--- src/rtl/inst_fetch_queue_pkg.sv ---
// rtl/inst_fetch_queue_pkg.sv - shared types and constants for the instruction fetch queue
package inst_fetch_queue_pkg;

  typedef logic [31:0] word_t;

  typedef struct packed {
    word_t pc;
    word_t inst;
    logic  adel;
  } fetch_entry_t;

  localparam word_t PC_RESET = 32'hbfc0_0000;

  typedef enum logic [1:0] {
    FETCH_RUN,
    FETCH_ADEL_WAIT,
    FETCH_ADEL_DONE
  } fetch_mode_t;

endpackage

--- src/rtl/inst_fetch_queue_fetch_fifo.sv ---
// rtl/inst_fetch_queue_fetch_fifo.sv - synchronous FIFO with flush, generic element type
module fetch_fifo #(
  parameter int  DEPTH = 4,
  parameter type T     = logic [31:0],
  localparam int AW    = (DEPTH > 1) ? $clog2(DEPTH) : 1,
  localparam int CW    = $clog2(DEPTH + 1)
) (
  input  logic          clk,
  input  logic          resetn,
  input  logic          flush,
  input  logic          push,
  input  T              push_data,
  input  logic          pop,
  output T              head,
  output logic [CW-1:0] count
);

  logic [AW-1:0] rd_ptr;
  logic [AW-1:0] wr_ptr;
  T              mem [DEPTH];
  logic          do_push;
  logic          do_pop;

  function automatic logic [AW-1:0] bump(input logic [AW-1:0] p);
    return (p == AW'(DEPTH - 1)) ? '0 : p + 1'b1;
  endfunction

  // A push into a full FIFO is accepted only when the head leaves in the same cycle.
  assign do_pop  = pop && (count != '0);
  assign do_push = push && ((count != CW'(DEPTH)) || do_pop);
  assign head    = mem[rd_ptr];

  always_ff @(posedge clk) begin
    if (!resetn || flush) begin
      rd_ptr <= '0;
      wr_ptr <= '0;
      count  <= '0;
    end else begin
      if (do_push) wr_ptr <= bump(wr_ptr);
      if (do_pop)  rd_ptr <= bump(rd_ptr);
      count <= count + CW'(do_push) - CW'(do_pop);
    end
  end

  always_ff @(posedge clk) begin
    if (do_push) mem[wr_ptr] <= push_data;
  end

endmodule

--- src/rtl/inst_fetch_queue.sv ---
// rtl/inst_fetch_queue.sv - sequential fetch front-end with redirect flush and word FIFO
// Optional FETCH_ADEL_EN: a misaligned redirect target yields one address-error entry.
module inst_fetch_queue
  import inst_fetch_queue_pkg::*;
#(
  parameter int    DEPTH           = 4,
  parameter int    MAX_OUTSTANDING = 2,
  parameter word_t RESET_PC        = PC_RESET
) (
  input  logic        clk,
  input  logic        resetn,
  input  logic        redirect_valid,
  input  logic [31:0] redirect_pc,
  output logic        inst_req,
  output logic        inst_wr,
  output logic [1:0]  inst_size,
  output logic [31:0] inst_addr,
  output logic [31:0] inst_wdata,
  input  logic [31:0] inst_rdata,
  input  logic        inst_addr_ok,
  input  logic        inst_data_ok,
  output logic        out_valid,
  input  logic        out_ready,
  output logic [31:0] out_pc,
  output logic [31:0] out_inst,
  output logic        out_adel
);

  localparam int FCW = $clog2(DEPTH + 1);
  localparam int TCW = $clog2(MAX_OUTSTANDING + 1);
  localparam int SW  = FCW + 1;

  logic [FCW-1:0] fifo_count;
  logic [TCW-1:0] outstanding;
  logic [TCW-1:0] discard;
  logic [TCW-1:0] discard_n;
  logic [SW-1:0]  fifo_count_n;
  logic [SW-1:0]  outstanding_n;
  fetch_entry_t   fifo_in;
  fetch_entry_t   fifo_head;
  word_t          tag_head;
  word_t          fetch_pc;
  word_t          fetch_pc_n;
  word_t          target_pc;
  fetch_mode_t    mode;
  fetch_mode_t    mode_n;
  logic           stale_req;
  logic           stale_n;
  logic           accept;
  logic           ret;
  logic           pop;
  logic           drop;
  logic           push_word;
  logic           push_adel;
  logic           fifo_push;
  logic           can_issue;

  assign accept    = inst_req & inst_addr_ok;
  assign ret       = inst_data_ok & (outstanding != '0);
  assign pop       = out_valid & out_ready;
  assign drop      = ret & (discard != '0);
  assign push_word = ret & ~drop & ~redirect_valid;
  assign fifo_push = push_word | push_adel;

`ifdef FETCH_ADEL_EN
  assign target_pc = redirect_pc;
  // The error entry waits until every stale request has been accepted and returned.
  assign push_adel = (mode == FETCH_ADEL_WAIT) && (outstanding == '0) && !inst_req &&
                     !redirect_valid && ((fifo_count != FCW'(DEPTH)) || pop);

  always_comb begin
    mode_n = mode;
    if (redirect_valid)
      mode_n = (redirect_pc[1:0] != 2'b00) ? FETCH_ADEL_WAIT : FETCH_RUN;
    else if (push_adel)
      mode_n = FETCH_ADEL_DONE;
  end
`else
  assign target_pc = redirect_pc & ~32'h3;
  assign push_adel = 1'b0;
  assign mode_n    = FETCH_RUN;
`endif

  assign fifo_in = push_adel ? fetch_entry_t'{pc: fetch_pc, inst: '0, adel: 1'b1}
                             : fetch_entry_t'{pc: tag_head, inst: inst_rdata, adel: 1'b0};

  always_comb begin
    fifo_count_n  = redirect_valid ? '0 : SW'(fifo_count) + SW'(fifo_push) - SW'(pop);
    outstanding_n = SW'(outstanding) + SW'(accept) - SW'(ret);

    fetch_pc_n = fetch_pc;
    if (redirect_valid)
      fetch_pc_n = target_pc;
    else if (accept && !stale_req)
      fetch_pc_n = fetch_pc + 32'd4;

    // A request still waiting for addr_ok across a redirect belongs to the old stream.
    stale_n   = inst_req & ~inst_addr_ok & (stale_req | redirect_valid);
    discard_n = redirect_valid ? outstanding_n[TCW-1:0]
                               : discard - TCW'(drop) + TCW'(accept & stale_req);

    can_issue = ((fifo_count_n + outstanding_n) < SW'(DEPTH)) &&
                (outstanding_n < SW'(MAX_OUTSTANDING)) &&
                (mode_n == FETCH_RUN);
  end

  always_ff @(posedge clk) begin
    if (!resetn) begin
      inst_req  <= 1'b0;
      inst_addr <= RESET_PC;
      fetch_pc  <= RESET_PC;
      discard   <= '0;
      stale_req <= 1'b0;
      mode      <= FETCH_RUN;
    end else begin
      fetch_pc  <= fetch_pc_n;
      discard   <= discard_n;
      stale_req <= stale_n;
      mode      <= mode_n;
      if (!(inst_req && !inst_addr_ok)) begin
        inst_req  <= can_issue;
        inst_addr <= fetch_pc_n;
      end
    end
  end

  fetch_fifo #(
    .DEPTH (DEPTH),
    .T     (fetch_entry_t)
  ) u_word_fifo (
    .clk       (clk),
    .resetn    (resetn),
    .flush     (redirect_valid),
    .push      (fifo_push),
    .push_data (fifo_in),
    .pop       (pop),
    .head      (fifo_head),
    .count     (fifo_count)
  );

  // Every accepted request leaves a tag here, so its occupancy is the outstanding count.
  fetch_fifo #(
    .DEPTH (MAX_OUTSTANDING),
    .T     (word_t)
  ) u_tag_queue (
    .clk       (clk),
    .resetn    (resetn),
    .flush     (1'b0),
    .push      (accept),
    .push_data (inst_addr),
    .pop       (ret),
    .head      (tag_head),
    .count     (outstanding)
  );

  assign inst_wr    = 1'b0;
  assign inst_size  = 2'b10;
  assign inst_wdata = 32'h0;
  assign out_valid  = (fifo_count != '0);
  assign out_pc     = fifo_head.pc;
  assign out_inst   = fifo_head.inst;
  assign out_adel   = fifo_head.adel;

endmodule

--- config.mk ---
export PLATFORM = sky130hd
export DESIGN_NAME = inst_fetch_queue
export DESIGN_NICKNAME = d
export VERILOG_FILES = /design/src/rtl/inst_fetch_queue_pkg.sv /design/src/rtl/inst_fetch_queue_fetch_fifo.sv /design/src/rtl/inst_fetch_queue.sv
export SDC_FILE = /design/constraint.sdc
export NUM_CORES = 1
export LEC_CHECK = 0
export ABC_AREA = 1
export CORE_ASPECT_RATIO = 1.75
export CORE_UTILIZATION = 45
export DETAILED_ROUTE_END_ITERATION = 7
export PLACE_DENSITY_LB_ADDON = 0.08
export SLEW_MARGIN = 20
export SYNTH_ARGS = -nofsm -noshare
export SYNTH_HDL_FRONTEND = slang
export SYNTH_SLANG_ARGS = --single-unit
--- constraint.sdc ---
create_clock -name clk -period 4.3 [get_ports clk]
set_input_delay 0.43 -clock clk [delete_from_list [all_inputs] [get_ports clk]]
set_output_delay 0.43 -clock clk [all_outputs]
set_load 0.01 [all_outputs]
# Word-level counts from Yosys, hierarchy flattened
# Memory sizes are Yosys's and may differ from the RTL's. A register that Yosys moved wholly into a read port is not among the register bits.
# Index checks and enable logic that the tools add are counted.
# totals
ram_bits	320
regBits	79
out_inout_bits	134
elab_cells	80
memories	2
# classes
addsub	16
eq_ne	4
mux	16
order_cmp	2
n_bitwise	13
n_reduce_logical	16
# mem_list
name	depth	width	read_ports	rd_clocked_by_memory_dff	wr	line	source
u_word_fifo.mem	4	64	1	1	1	inst_fetch_queue_fetch_fifo.sv:20	T mem [DEPTH];
u_tag_queue.mem	2	32	1	1	1	inst_fetch_queue_fetch_fifo.sv:20	
# op_table
operator	n
$mux W32	2
$add A32 B3 Y32 const B	1
$mux W2	5
$and A1 B1 Y1	9
$mux W1	8
$logic_and A1 B1 Y1	7
$add A2 B1 Y2	2
$add A2 B1 Y2 const B	2
$add A3 B1 Y4	1
$add A4 B4 Y4	1
$eq A2 B2 Y1 const B	2
$lt A4 B2 Y1 const B	1
$lt A4 B3 Y1 const B	1
$mux W4	1
$reduce_bool A2 Y1	2
$sub A2 B1 Y2	2
$sub A3 B1 Y4	1
$sub A4 B1 Y4	1
$add A2 B1 Y3	1
$add A3 B1 Y3	1
$logic_not A1 Y1	3
$logic_or A1 B1 Y1	3
$ne A3 B3 Y1 const B	1
$not A1 Y1	3
5 further kinds	6

# Longest topological paths before layout
# Gate-level depths: netlist of run 1.
# logic_depth
word_depth	12
depth_mapped	19

# Cells and area by module
# From an unflattened synthesis of run 1, not the netlist that was laid out.
# unflattened
hier_cells	1409
area_unflattened_um2	17140.2
# modules_own_cells
module	n_inst	seq_area_each_um2	cells_each	area_per_inst_um2
fetch_fifo (u_word_fifo)	1	7987.7	697	10456.3
inst_fetch_queue	1	1361.3	575	3967.6
fetch_fifo (u_tag_queue)	1	2021.9	137	2716.4

# Least setup slack after synthesis of run 1
# Ideal clock, no wire load.
# synth_timing
kind	reg2reg
start	register u_tag_queue.count[1]
end	memory u_word_fifo.mem[0][0] (netlist bit), enable pin
slack_ps	65
path_stages_with_launch	7
synth_period_minus_slack_ps	4235
t_arrival_ps	3749
required_time_ps	3814
n_path_buf	0
cell_sequence	dfxtp_1 inv_1 a21oi_4 inv_1 nor2_1 nand2_2 nor2_1
# synth_via
elab_chain_cells	9
# synth_rtl
element	line	source
start: declaration	inst_fetch_queue_fetch_fifo.sv:15	output logic [CW-1:0] count
start signal: assignment	inst_fetch_queue_fetch_fifo.sv:41	count <= count + CW'(do_push) - CW'(do_pop);
$reduce_bool A2 Y1 *	inst_fetch_queue.sv:59	assign ret = inst_data_ok & (outstanding != '0);
$and A1 B1 Y1 *	inst_fetch_queue.sv:59	
$and A1 B1 Y1	inst_fetch_queue.sv:61	assign drop = ret & (discard != '0);
$not A1 Y1	inst_fetch_queue.sv:62	assign push_word = ret & ~drop & ~redirect_valid;
$and A1 B1 Y1 * (2 in series)	inst_fetch_queue.sv:62	
$logic_and A1 B1 Y1 *	inst_fetch_queue_fetch_fifo.sv:30	assign do_push = push && ((count != CW'(DEPTH)) || do_pop);
$mux W1 *	inst_fetch_queue_fetch_fifo.sv:46	if (do_push) mem[wr_ptr] <= push_data;
$mux W1 (not written as such) *	inst_fetch_queue_fetch_fifo.sv:46	
end: declaration	inst_fetch_queue_fetch_fifo.sv:20	
# Every way passes the cells marked *; elsewhere a longest branch is shown, timed or not.

==> metrics.txt, run 1 <==
# TYPE chip_impl_metric gauge
chip_impl_info{name="outcome",value="complete, no violations"} 1
chip_impl_metric{name="clk-insertion-delay-late",unit="ns"} 0.53
chip_impl_metric{name="critPathMaxFanout",unit=""} 52
chip_impl_metric{name="timing_worst_slew_pin_value",unit="ns"} 0.802
chip_impl_metric{name="worst-endpoint-arrival",unit="ns"} 2.92
chip_impl_metric{name="placementRows",unit=""} 91
chip_impl_info{name="timing.hold.worst.class",value="register to register"} 1
chip_impl_metric{name="drcViolationCount",unit=""} 0
chip_impl_metric{name="cp_num_buf_inv",unit=""} 3
chip_impl_metric{name="timing.critical_path.slowest_cell_delay",unit="ns"} 0.58
chip_impl_metric{name="post_cts_buffers",unit=""} 0
chip_impl_metric{name="synth.ff_latch_count",unit=""} 402
chip_impl_metric{name="worst-r2r-cell-count",unit=""} 18
chip_impl_info{name="synthTopCellsByArea",value="sky130_fd_sc_hd__edfxtp_1, sky130_fd_sc_hd__dfxtp_1, sky130_fd_sc_hd__o21ai_0"} 1
chip_impl_info{name="mostFrequentLayoutCell",value="sky130_fd_sc_hd__edfxtp_1"} 1
chip_impl_metric{name="die_width",unit="µm"} 146
chip_impl_metric{name="finalWorstSetupSlack",unit="ns"} 0.955
chip_impl_metric{name="first_iter_violations",unit=""} 476
chip_impl_metric{name="cts_num_sinks",unit=""} 402
chip_impl_metric{name="die_area",unit="µm²"} 36900
chip_impl_metric{name="antenna_violations_before_repair",unit=""} 0
chip_impl_metric{name="finalSetupViolCount",unit=""} 0
chip_impl_metric{name="dp.final_hpwl",unit="µm"} 22500
chip_impl_info{name="cp-start-kind",value="register"} 1
chip_impl_metric{name="cellLeakagePower",unit="nW"} 7.11
chip_impl_info{name="tritoncts_clock_tree",value="built"} 1
chip_impl_metric{name="totalNegativeSetupSlack",unit="ns"} 0
chip_impl_metric{name="worstSetupPathDepth",unit=""} 5
chip_impl_metric{name="cts.clk_slew.worst_paths",unit="ns"} 0.06
chip_impl_info{name="path_class",value="register to primary output"} 1
chip_impl_metric{name="post_synth_edffs",unit=""} 320
chip_impl_metric{name="switching_share_of_power",unit="%"} 23.7
chip_impl_metric{name="slew_viol_final",unit=""} 0
chip_impl_metric{name="post_route_cells_drive_above_1_share",unit="%"} 8.90
chip_impl_metric{name="per_cell_routed_wire_length",unit="µm"} 17.5
chip_impl_metric{name="yosys.cell_types.count",unit=""} 38
chip_impl_metric{name="place_inst",unit=""} 1959
chip_impl_metric{name="dieHeight",unit="µm"} 253
chip_impl_metric{name="maximum_number_of_pins_on_one_net_before_global_route_repair",unit=""} 65
chip_impl_metric{name="clock.fmax",unit="MHz"} 299
chip_impl_metric{name="grt_pass1_vias",unit=""} 10200
chip_impl_metric{name="number_of_top_level_design_ports",unit=""} 204
chip_impl_metric{name="postSynth.asyncResetShare",unit="%"} 0
chip_impl_metric{name="routed_via_density",unit=""} 5.09
chip_impl_metric{name="share_comb_of_total_power",unit="%"} 12.5
chip_impl_metric{name="syn2layout_area_growth",unit="%"} 21.1
chip_impl_info{name="cts-root-buf",value="sky130_fd_sc_hd__clkbuf_16"} 1
chip_impl_metric{name="skew",unit="ns"} 0.00884
chip_impl_metric{name="power_report.internal_total",unit="mW"} 7.02
chip_impl_metric{name="syn-mean-instance-area",unit="µm²"} 11.8
chip_impl_metric{name="cells_after_synthesis",unit=""} 1371
chip_impl_metric{name="synth.cell_area",unit="µm²"} 16200
chip_impl_metric{name="power.switching",unit="mW"} 2.18
chip_impl_metric{name="detail_route.wirelength",unit="µm"} 35500
chip_impl_metric{name="power_per_cell_area",unit="nW/µm²"} 468
chip_impl_info{name="synth_top_flop_cell",value="sky130_fd_sc_hd__edfxtp_1"} 1
chip_impl_metric{name="finalNetCount",unit=""} 1627
chip_impl_metric{name="htreeDepth",unit=""} 2
chip_impl_info{name="critical_path.endpoint_type",value="primary output"} 1
chip_impl_metric{name="holdPathStages",unit=""} 2
chip_impl_metric{name="instances_no_fill",unit=""} 2027
chip_impl_metric{name="dr.pass1.iters",unit=""} 4
chip_impl_metric{name="clk_path_buf_depth",unit=""} 3
chip_impl_metric{name="p_seq_share",unit="%"} 50.4
chip_impl_info{name="most_frequent_cells_in_the_layout",value="sky130_fd_sc_hd__edfxtp_1, sky130_fd_sc_hd__nor2_1, sky130_fd_sc_hd__clkdlybuf4s50_1, sky130_fd_sc_hd__nand2_1, sky130_fd_sc_hd__o21ai_0"} 1
chip_impl_metric{name="place.gp.congestion",unit=""} 0.837
chip_impl_metric{name="port-buffer-count",unit=""} 165
chip_impl_metric{name="post_cts_resized",unit=""} 0
chip_impl_info{name="critical_path.top_delay_family",value="buffers and inverters"} 1
chip_impl_metric{name="detail-route-antenna-nets",unit=""} 0
chip_impl_metric{name="ys.warnings.count",unit=""} 0
chip_impl_metric{name="proportion_of_netlist_area_held_by_the_largest_area_contributor",unit="%"} 59.2
chip_impl_metric{name="core_area",unit="µm²"} 35400
chip_impl_info{name="rsz0062_at_grt",value="false"} 1
chip_impl_metric{name="dp_worst_setup_slack",unit="ns"} 0.855
chip_impl_metric{name="groute.usage.overall",unit="%"} 19.4
chip_impl_metric{name="timing.max_slew.rel_slack",unit="%"} 46.6
chip_impl_metric{name="ctsHoldBuffers",unit=""} 0
chip_impl_info{name="crit_slowest_cell",value="sky130_fd_sc_hd__clkinv_2"} 1
chip_impl_metric{name="cts_made_buffers",unit=""} 37
chip_impl_metric{name="grt_first_pass_wirelength",unit="µm"} 54900
chip_impl_metric{name="final_area",unit="µm²"} 19700
chip_impl_metric{name="gr-total-overflow",unit=""} 0
chip_impl_info{name="synth_largest_area_cell",value="sky130_fd_sc_hd__edfxtp_1"} 1
chip_impl_metric{name="dpl-instance-area",unit="µm²"} 18400
chip_impl_metric{name="n_antenna_cell",unit=""} 0
chip_impl_metric{name="cap_viol_max_count",unit=""} 0
chip_impl_metric{name="vias",unit=""} 10300
chip_impl_metric{name="layout_min_cycle_time",unit="ns"} 3.35
chip_impl_metric{name="ir_drop",unit="mV"} 0.280
chip_impl_info{name="timing.critical_path.cells",value="clkinv_2, buf_4, o21ai_0, o22ai_1, clkdlybuf4s50_1"} 1
chip_impl_metric{name="final_cycle_utilization_of_the_critical_path",unit="%"} 77.8
chip_impl_metric{name="synth_seq_area_share",unit="%"} 69.3
chip_impl_metric{name="clock_share_of_power",unit="%"} 37.0
chip_impl_metric{name="worstPathRequired",unit="ns"} 3.87
chip_impl_metric{name="finalHoldViolations",unit=""} 0
chip_impl_metric{name="effective_utilization_at_floorplan",unit="%"} 45.8
## synthesized netlist by cell type, types with 2 or more instances
library cell	instances
sky130_fd_sc_hd__a21oi_1	19
sky130_fd_sc_hd__xnor2_1	7
sky130_fd_sc_hd__nor3_1	2
sky130_fd_sc_hd__conb_1	2
sky130_fd_sc_hd__a211oi_1	2
sky130_fd_sc_hd__nand2_1	164
sky130_fd_sc_hd__xor2_1	9
sky130_fd_sc_hd__nor2_1	197
sky130_fd_sc_hd__o21ai_1	5
sky130_fd_sc_hd__clkbuf_1	45
sky130_fd_sc_hd__fa_1	3
sky130_fd_sc_hd__nand3b_1	5
sky130_fd_sc_hd__buf_1	3
sky130_fd_sc_hd__buf_4	37
sky130_fd_sc_hd__nor2_2	2
sky130_fd_sc_hd__o22ai_1	66
sky130_fd_sc_hd__or2_2	6
sky130_fd_sc_hd__ha_1	21
sky130_fd_sc_hd__o21bai_1	2
sky130_fd_sc_hd__nand3_1	53
sky130_fd_sc_hd__and2_1	3
sky130_fd_sc_hd__edfxtp_1	320
sky130_fd_sc_hd__inv_1	88
sky130_fd_sc_hd__dfxtp_1	82
sky130_fd_sc_hd__nand4_1	11
sky130_fd_sc_hd__mux2_2	32
sky130_fd_sc_hd__nor2_4	5
sky130_fd_sc_hd__o21ai_0	158
sky130_fd_sc_hd__buf_2	13
## power by group through the flow
stage,sequential (mW),combinational [mW],clock (mW)
final,4.64,1.15,3.41
after global routing,4.67,1.29,3.63
after CTS,4.65,1.18,3.49
after detailed placement,4.73,1.17,0
after global placement,4.72,1.15,0
after floorplan,4.68,0.713,0
## flip-flops by register name, indices dropped and copies added (netlist names), named ones only
| signal | cells |
|---|---|
| u_tag_queue.count | 2 |
| u_tag_queue.mem | 64 |
| fetch_pc | 32 |
| u_tag_queue.rd_ptr | 1 |
| stale_req | 1 |
| u_word_fifo.wr_ptr | 2 |
| u_tag_queue.wr_ptr | 1 |
| u_word_fifo.count | 3 |
| inst_addr | 32 |
| inst_req | 1 |
| u_word_fifo.rd_ptr | 2 |
| discard | 2 |
| u_word_fifo.mem | 256 |
## worst paths after layout
check                       start     endpoint  slack, ns
max reg2reg  u_word_fifo.count[1]     inst_req       1.14
min reg2reg           fetch_pc[1]  fetch_pc[1]       0.45
min                   fetch_pc[1]  fetch_pc[1]       0.45
max                      register  out_inst[1]       0.95
## metrics by stage
stage | power (mW) | utilization (%) | hold WS (ns)
after floorplan | 5.40 | - | 0.420
after global routing | 9.58 | 55.5 | 0.467
final | 9.20 | 55.5 | 0.452
after CTS | 9.31 | 55.5 | 0.453
after detailed placement | 5.90 | 51.9 | 0.442
after global placement | 5.87 | 51.9 | 0.432
## cell type report
cell class | instances | area [µm²]
fillers | 3086 | 15800
flip-flops and latches | 402 | 11300
multi-input cells | 816 | 4290
repair buffers | 187 | 1920
clock buffers | 48 | 1060
well taps | 465 | 582
inverters | 89 | 335
clock inverters | 20 | 213
## worst register-to-register path, stage by stage (launching register included)
cell                       delay, ns
sky130_fd_sc_hd__dfxtp_1        0.34
sky130_fd_sc_hd__inv_1          0.16
sky130_fd_sc_hd__nand3_1        0.12
sky130_fd_sc_hd__nand2_1        0.14
sky130_fd_sc_hd__inv_1          0.09
sky130_fd_sc_hd__ha_1           0.28
sky130_fd_sc_hd__inv_1          0.05
sky130_fd_sc_hd__ha_1           0.20
sky130_fd_sc_hd__fa_1           0.43
sky130_fd_sc_hd__inv_1          0.06
sky130_fd_sc_hd__nor2_1         0.04
sky130_fd_sc_hd__ha_1           0.28
sky130_fd_sc_hd__nand4_1        0.10
sky130_fd_sc_hd__a21boi_0       0.35
sky130_fd_sc_hd__nor2_1         0.08
sky130_fd_sc_hd__nand2_1        0.09
sky130_fd_sc_hd__nand3_1        0.08
sky130_fd_sc_hd__nand3_1        0.10
sky130_fd_sc_hd__nand2_1        0.05
## logic make-up (layout without fill, tap and decap cells)
logic type      after synthesis  count (layout)  synth area share (%)
xor+xnor                     16              16                 0.863
mux                          32              32                  2.22
flops                       402             402                  69.3
simple gates                452             452                  11.7
buf+inv                     187             344                  5.28
compound gates              256             256                  8.61
fa+ha+maj                    24              24                  1.99
other cells                   2              36                0.0463
## metal layers
metal | share of wire, % | vias up | wire length [µm] | track usage (%)
li1 | - | 5063 | - | -
met2 | 54 | 227 | 19000 | 37.1
met1 | 40 | 4948 | 14100 | 21.7
met3 | 3.8 | 70 | 1340 | 2.58
met5 | 0 | - | 0 | 0
met4 | 3.0 | 0 | 1080 | 7.61
No activity file was read; power rests on OpenSTA's default activity.
==> inputs of run 2 (changes only) <==
clock period = 2.7 ns   (was 4.3 ns; I/O delays follow)
==> run 2 against run 1 <==
Flip-flop and latch count stayed put. Via count is 0.51% higher. Final area up 1.4%. Power increased by 56%. Largest power group unchanged. Critical path depth rose by 13. Non-clock buffer count grew 35. Worst hold slack worse by 0.12 ns. Highest routed layer unchanged. Global-route usage grew 0.32 points.
==> metrics.txt, run 2 (synthesis gave the netlist of run 1 again) <==
# TYPE chip_impl_metric gauge
chip_impl_info{name="outcome",value="complete, no violations"} 1
chip_impl_metric{name="timing.max_slew.rel_slack",unit="%"} 62.0
chip_impl_metric{name="finalNetCount",unit=""} 1661
chip_impl_metric{name="post_route_cells_drive_above_1_share",unit="%"} 11.2
chip_impl_metric{name="detail_route.wirelength",unit="µm"} 36100
chip_impl_metric{name="worst-endpoint-arrival",unit="ns"} 3.10
chip_impl_metric{name="dr.pass1.iters",unit=""} 5
chip_impl_metric{name="routed_via_density",unit=""} 5.03
chip_impl_metric{name="syn2layout_area_growth",unit="%"} 22.7
chip_impl_metric{name="cts_num_sinks",unit=""} 402
chip_impl_metric{name="port-buffer-count",unit=""} 165
chip_impl_metric{name="dieHeight",unit="µm"} 253
chip_impl_metric{name="maximum_number_of_pins_on_one_net_before_global_route_repair",unit=""} 44
chip_impl_metric{name="nFillCells",unit=""} 3026
chip_impl_metric{name="first_iter_violations",unit=""} 452
chip_impl_metric{name="skew",unit="ns"} 0.0201
chip_impl_metric{name="htreeDepth",unit=""} 2
chip_impl_metric{name="effective_utilization_at_floorplan",unit="%"} 45.8
chip_impl_metric{name="per_cell_routed_wire_length",unit="µm"} 17.5
chip_impl_metric{name="slew_viol_final",unit=""} 0
chip_impl_metric{name="holdPathStages",unit=""} 3
chip_impl_metric{name="critPathMaxFanout",unit=""} 3
chip_impl_metric{name="cap_viol_max_count",unit=""} 0
chip_impl_metric{name="clock.fmax",unit="MHz"} 375
chip_impl_metric{name="cts_made_buffers",unit=""} 36
chip_impl_info{name="top_regs",value="u_word_fifo.mem x256, u_tag_queue.mem x64"} 1
chip_impl_metric{name="final_cycle_utilization_of_the_critical_path",unit="%"} 98.9
chip_impl_info{name="crit_reg_reg_startpoint",value="u_word_fifo.count[0]"} 1
chip_impl_metric{name="drcViolationCount",unit=""} 0
chip_impl_metric{name="number_of_top_level_design_ports",unit=""} 204
chip_impl_metric{name="instances_no_fill",unit=""} 2058
chip_impl_metric{name="utilization",unit="%"} 56.3
chip_impl_metric{name="grt_first_pass_wirelength",unit="µm"} 55700
chip_impl_metric{name="gr-total-overflow",unit=""} 0
chip_impl_metric{name="ctsHoldBuffers",unit=""} 0
chip_impl_metric{name="die_width",unit="µm"} 146
chip_impl_metric{name="power_per_cell_area",unit="nW/µm²"} 721
chip_impl_info{name="critical_path.reg2reg.endpoint",value="inst_req"} 1
chip_impl_metric{name="grt_pass1_vias",unit=""} 10300
chip_impl_metric{name="dp.final_hpwl",unit="µm"} 23200
chip_impl_metric{name="finalWorstSetupSlack",unit="ns"} 0.0298
chip_impl_metric{name="groute.usage.overall",unit="%"} 19.7
chip_impl_metric{name="finalHoldViolations",unit=""} 0
chip_impl_metric{name="die_area",unit="µm²"} 36900
chip_impl_info{name="mostFrequentLayoutCell",value="sky130_fd_sc_hd__edfxtp_1"} 1
chip_impl_metric{name="core_area",unit="µm²"} 35400
chip_impl_metric{name="dp_worst_setup_slack",unit="ns"} -0.381
chip_impl_metric{name="worst-r2r-setup-slack",unit="ns"} 0.03
chip_impl_metric{name="worst-r2r-cell-count",unit=""} 18
chip_impl_info{name="tritoncts_clock_tree",value="built"} 1
chip_impl_metric{name="ir_drop",unit="mV"} 0.532
chip_impl_info{name="cts-root-buf",value="sky130_fd_sc_hd__clkbuf_16"} 1
chip_impl_info{name="max_flop_register",value="u_word_fifo.mem"} 1
chip_impl_metric{name="layout_min_cycle_time",unit="ns"} 2.67
chip_impl_metric{name="n_antenna_cell",unit=""} 0
chip_impl_metric{name="clk-insertion-delay-late",unit="ns"} 0.54
chip_impl_metric{name="vias",unit=""} 10400
chip_impl_info{name="cp-start-kind",value="register"} 1
chip_impl_metric{name="finalSetupViolCount",unit=""} 0
chip_impl_metric{name="holdWs",unit="ns"} 0.334
chip_impl_metric{name="place.gp.congestion",unit=""} 0.868
chip_impl_metric{name="detail-route-antenna-nets",unit=""} 0
chip_impl_info{name="worst_hold_path.endpoint",value="fetch_pc[22]"} 1
chip_impl_info{name="holdCritStartpoint",value="redirect_pc[22]"} 1
chip_impl_info{name="rsz0062_at_grt",value="true"} 1
chip_impl_metric{name="worstPathRequired",unit="ns"} 3.13
chip_impl_metric{name="antenna_violations_before_repair",unit=""} 0
chip_impl_info{name="most_frequent_cells_in_the_layout",value="sky130_fd_sc_hd__edfxtp_1, sky130_fd_sc_hd__nor2_1, sky130_fd_sc_hd__clkdlybuf4s50_1, sky130_fd_sc_hd__nand2_1, sky130_fd_sc_hd__o21ai_0"} 1
chip_impl_info{name="critical_path.endpoint_type",value="register"} 1
chip_impl_info{name="path_class",value="register to register"} 1
chip_impl_metric{name="largest_register_ff_count",unit=""} 256
chip_impl_metric{name="cts.clk_slew.worst_paths",unit="ns"} 0.07
chip_impl_metric{name="cellLeakagePower",unit="nW"} 7.27
chip_impl_info{name="timing.hold.worst.class",value="primary input to register"} 1
chip_impl_metric{name="clk_path_buf_depth",unit=""} 3
chip_impl_metric{name="placementRows",unit=""} 91
chip_impl_metric{name="place_inst",unit=""} 1989
chip_impl_metric{name="tot_pwr",unit="mW"} 14.4
chip_impl_metric{name="timing_worst_slew_pin_value",unit="ns"} 0.570
[run 2: layout make-up]
cell class                 count  area [µm²]  area share [%]
inverter                      89         339            1.70
timing repair buffer         222        2270            11.4
tap                          465         582            2.92
clock buffer                  49        1010            5.08
clock inverter                15         136           0.685
multi-input combinational    816        4320            21.7
sequential                   402       11300            56.5
[run 2: how the worst max path moves through the flow]
stage	from	to	depth (start not counted)
2_1_floorplan	u_tag_queue.count[1]	u_word_fifo.mem[0][0]	6
3_3_place_gp	inst_data_ok	inst_req	17
3_5_place_dp	inst_data_ok	inst_req	17
4_1_cts	u_tag_queue.count[0]	inst_req	16
5_1_grt	u_word_fifo.count[1]	inst_req	18
6_report	u_word_fifo.count[0]	inst_req	18
[run 2: metal layers]
layer | wire length [µm] | global-route usage (%) | up-vias | part of all wire (%)
li1 | - | - | 5118 | -
met1 | 13800 | 21.3 | 4951 | 38
met2 | 19800 | 38.5 | 229 | 55
met3 | 1390 | 2.59 | 63 | 3.8
met4 | 1050 | 7.88 | 0 | 2.9
met5 | 0 | 0 | - | 0
[run 2: through the flow]
step | TNS (ns) | area, µm²
final | 0 | 19900
after global routing | -0.179 | 19900
after CTS | 0 | 19900
after detailed placement | -0.381 | 18700
after global placement | -0.328 | 18700
after floorplan | -123.81 | 16400
[run 2: critical path: stages (launching register included)]
cell                       delay (ns)
sky130_fd_sc_hd__dfxtp_1         0.29
sky130_fd_sc_hd__inv_1           0.07
sky130_fd_sc_hd__nand3_2         0.09
sky130_fd_sc_hd__nand2_2         0.08
sky130_fd_sc_hd__inv_2           0.05
sky130_fd_sc_hd__ha_4            0.27
sky130_fd_sc_hd__inv_4           0.03
sky130_fd_sc_hd__ha_4            0.15
sky130_fd_sc_hd__fa_1            0.43
sky130_fd_sc_hd__inv_1           0.06
sky130_fd_sc_hd__nor2_1          0.04
sky130_fd_sc_hd__ha_1            0.29
sky130_fd_sc_hd__nand4_1         0.14
sky130_fd_sc_hd__a21boi_2        0.24
sky130_fd_sc_hd__o21bai_1        0.11
sky130_fd_sc_hd__nand2_1         0.06
sky130_fd_sc_hd__nand2_1         0.05
sky130_fd_sc_hd__nand3_1         0.07
sky130_fd_sc_hd__nand2_1         0.04
[run 2: power breakdown]
part	switching (mW)	internal, mW	total [mW]
clock network	2.16	2.84	4.99
logic	1.10	0.932	2.04
registers	0.166	7.17	7.33
total	3.43	10.9	14.4
[run 2: repair_timing]
action                     in CTS  in global routing
setup endpoints to repair      20                 29
pin swaps                       3                  5
gates resized for setup         9                  9
setup buffers                   3                  1
cloned                          1                  0
==> inputs of run 3 (changes only) <==
CORE_MARGIN = 4   (was default)
CORE_UTILIZATION = 42   (was 45)
SLEW_MARGIN = default   (was 20)
==> run 3 against run 2 <==
Clock skew decreased by 0.0041 ns. Critical endpoint unchanged. Largest power group unchanged. Cell count increased by 1.5%. Highest routed layer unchanged. Combinational power increased by 3%. Clock power increased by 14%. Global-route usage decreased by 2.0 points.
==> metrics.txt, run 3 (synthesis gave the netlist of run 1 again) <==
# TYPE chip_impl_metric gauge
chip_impl_metric{name="finalHoldViolations",unit=""} 0
chip_impl_metric{name="dieHeight",unit="µm"} 268
chip_impl_metric{name="per_cell_routed_wire_length",unit="µm"} 18.3
chip_impl_metric{name="routed_via_density",unit=""} 5.05
chip_impl_metric{name="dp.final_hpwl",unit="µm"} 24300
chip_impl_metric{name="instances_no_fill",unit=""} 2088
chip_impl_metric{name="worst-endpoint-arrival",unit="ns"} 3.10
chip_impl_metric{name="power_per_cell_area",unit="nW/µm²"} 748
chip_impl_metric{name="clk_path_buf_depth",unit=""} 3
chip_impl_metric{name="core_area",unit="µm²"} 38300
chip_impl_metric{name="number_of_top_level_design_ports",unit=""} 204
chip_impl_metric{name="effective_utilization_at_floorplan",unit="%"} 42.4
chip_impl_metric{name="finalSetupViolCount",unit=""} 0
chip_impl_metric{name="ir_drop",unit="mV"} 0.629
chip_impl_metric{name="placementRows",unit=""} 95
chip_impl_metric{name="first_iter_violations",unit=""} 444
chip_impl_metric{name="port-buffer-count",unit=""} 165
chip_impl_info{name="outcome",value="complete, no violations"} 1
chip_impl_metric{name="largest_register_ff_count",unit=""} 256
chip_impl_metric{name="die_width",unit="µm"} 157
chip_impl_metric{name="clk-insertion-delay-late",unit="ns"} 0.53
chip_impl_metric{name="critPathMaxFanout",unit=""} 3
chip_impl_metric{name="cap_viol_max_count",unit=""} 0
chip_impl_metric{name="grt_first_pass_wirelength",unit="µm"} 58200
chip_impl_metric{name="die_area",unit="µm²"} 42000
chip_impl_metric{name="drcViolationCount",unit=""} 0
chip_impl_metric{name="slew_viol_final",unit=""} 0
chip_impl_metric{name="syn2layout_area_growth",unit="%"} 24.8
chip_impl_info{name="tritoncts_clock_tree",value="built"} 1
chip_impl_info{name="cp-start-kind",value="register"} 1
chip_impl_metric{name="clock.fmax",unit="MHz"} 373
chip_impl_metric{name="layout_min_cycle_time",unit="ns"} 2.68
chip_impl_metric{name="groute.usage.overall",unit="%"} 17.7
chip_impl_metric{name="cts_made_buffers",unit=""} 37
chip_impl_metric{name="post_route_cells_drive_above_1_share",unit="%"} 12.5
chip_impl_info{name="max_flop_register",value="u_word_fifo.mem"} 1
chip_impl_info{name="mostFrequentLayoutCell",value="sky130_fd_sc_hd__edfxtp_1"} 1
chip_impl_metric{name="place.gp.congestion",unit=""} 0.893
chip_impl_metric{name="grt_pass1_vias",unit=""} 10500
chip_impl_metric{name="holdPathStages",unit=""} 3
chip_impl_info{name="top_regs",value="u_word_fifo.mem x256, u_tag_queue.mem x64"} 1
chip_impl_metric{name="gr-total-overflow",unit=""} 0
chip_impl_metric{name="place_inst",unit=""} 2014
chip_impl_metric{name="detail_route.wirelength",unit="µm"} 38200
chip_impl_metric{name="cts_num_sinks",unit=""} 402
chip_impl_metric{name="worst-r2r-cell-count",unit=""} 18
chip_impl_metric{name="antenna_violations_before_repair",unit=""} 1
chip_impl_metric{name="cts.clk_slew.worst_paths",unit="ns"} 0.07
chip_impl_metric{name="final_cycle_utilization_of_the_critical_path",unit="%"} 99.4
chip_impl_metric{name="dr.pass1.iters",unit=""} 4
chip_impl_info{name="critical_path.endpoint_type",value="register"} 1
chip_impl_metric{name="finalNetCount",unit=""} 1669
chip_impl_info{name="most_frequent_cells_in_the_layout",value="sky130_fd_sc_hd__edfxtp_1, sky130_fd_sc_hd__nor2_1, sky130_fd_sc_hd__nand2_1, sky130_fd_sc_hd__clkdlybuf4s50_1, sky130_fd_sc_hd__o21ai_0"} 1
chip_impl_metric{name="vias",unit=""} 10500
chip_impl_info{name="cts-root-buf",value="sky130_fd_sc_hd__clkbuf_16"} 1
chip_impl_info{name="timing.hold.worst.class",value="primary input to register"} 1
chip_impl_metric{name="detail-route-antenna-nets",unit=""} 0
chip_impl_metric{name="skew",unit="ns"} 0.0160
chip_impl_metric{name="cellLeakagePower",unit="nW"} 7.44
chip_impl_info{name="rsz0062_at_grt",value="true"} 1
chip_impl_metric{name="tot_pwr",unit="mW"} 15.2
chip_impl_metric{name="worstPathRequired",unit="ns"} 3.12
chip_impl_metric{name="htreeDepth",unit=""} 2
chip_impl_metric{name="maximum_number_of_pins_on_one_net_before_global_route_repair",unit=""} 63
chip_impl_info{name="path_class",value="register to register"} 1
chip_impl_metric{name="ctsHoldBuffers",unit=""} 0
==> run 3: path summary, 6_finish.rpt <==
check / from / to / slack [ns]
min reg2reg: fetch_pc[1] / fetch_pc[1] / 0.45
min: redirect_pc[16] / fetch_pc[16] / 0.34
max: u_word_fifo.count[1] / inst_req / 0.02
max reg2reg: u_word_fifo.count[1] / inst_req / 0.02
==> run 3: through the flow <==
stage	instance area, µm²	setup TNS, ns	hold slack (ns)	util, %	worst slack [ns]
after global routing	20200	-0.164	0.346	52.9	-0.164
after floorplan	16400	-123.81	0.369	-	-0.484
after global placement	18700	-0.330	0.436	49.0	-0.330
after CTS	20100	0	0.311	52.6	0.00928
after detailed placement	18700	-0.346	0.435	49.0	-0.346
final	20200	0	0.340	52.9	0.0166
==> run 3: cell type report <==
cell class / instances / area (µm²)
antenna: 1 / 2.50
clock buffer: 44 / 1000
clock inverter: 22 / 327
fill: 3372 / 18000
inverter: 89 / 339
multi-input combinational: 816 / 4340
sequential: 402 / 11300
tap: 485 / 607
timing repair buffer: 229 / 2370
==> run 3: power breakdown <==
part / internal [mW] / total [mW] / switching, mW
Sequential: 7.17 / 7.33 / 0.166
Combinational: 0.973 / 2.11 / 1.14
Clock: 3.45 / 5.71 / 2.26
Total: 11.6 / 15.2 / 3.57
==> run 3: routing by layer <==
| layer | vias to the layer above | global-route usage, % | wire (µm) | part of all wire [%] |
|---|---|---|---|---|
| met3 | 66 | 2.30 | 1370 | 3.6 |
| met2 | 225 | 32.2 | 20200 | 53 |
| met4 | 0 | 7.56 | 1440 | 3.8 |
| met5 | - | 0 | 0 | 0 |
| li1 | 5146 | - | - | - |
| met1 | 5102 | 20.9 | 15200 | 40 |
==> run 3: worst max-delay path, stage by stage (launching register included) <==
cell	delay (ns)
sky130_fd_sc_hd__dfxtp_2	0.33
sky130_fd_sc_hd__inv_2	0.05
sky130_fd_sc_hd__nand3_2	0.08
sky130_fd_sc_hd__nand2_2	0.08
sky130_fd_sc_hd__inv_2	0.05
sky130_fd_sc_hd__ha_4	0.27
sky130_fd_sc_hd__inv_4	0.04
sky130_fd_sc_hd__ha_4	0.15
sky130_fd_sc_hd__fa_1	0.44
sky130_fd_sc_hd__inv_1	0.08
sky130_fd_sc_hd__nor2_2	0.03
sky130_fd_sc_hd__ha_1	0.28
sky130_fd_sc_hd__nand4_1	0.12
sky130_fd_sc_hd__a21boi_2	0.24
sky130_fd_sc_hd__o21bai_1	0.11
sky130_fd_sc_hd__nand2_1	0.07
sky130_fd_sc_hd__nand2_1	0.04
sky130_fd_sc_hd__nand3_1	0.07
sky130_fd_sc_hd__nand2_1	0.05
==> run 3: repair_timing <==
| action | CTS | global route |
|---|---|---|
| gates resized for setup | 10 | 16 |
| buffers inserted | 3 | 2 |
| setup endpoints to repair | 21 | 31 |
| gates cloned | 0 | 2 |
| pin swaps | 2 | 3 |
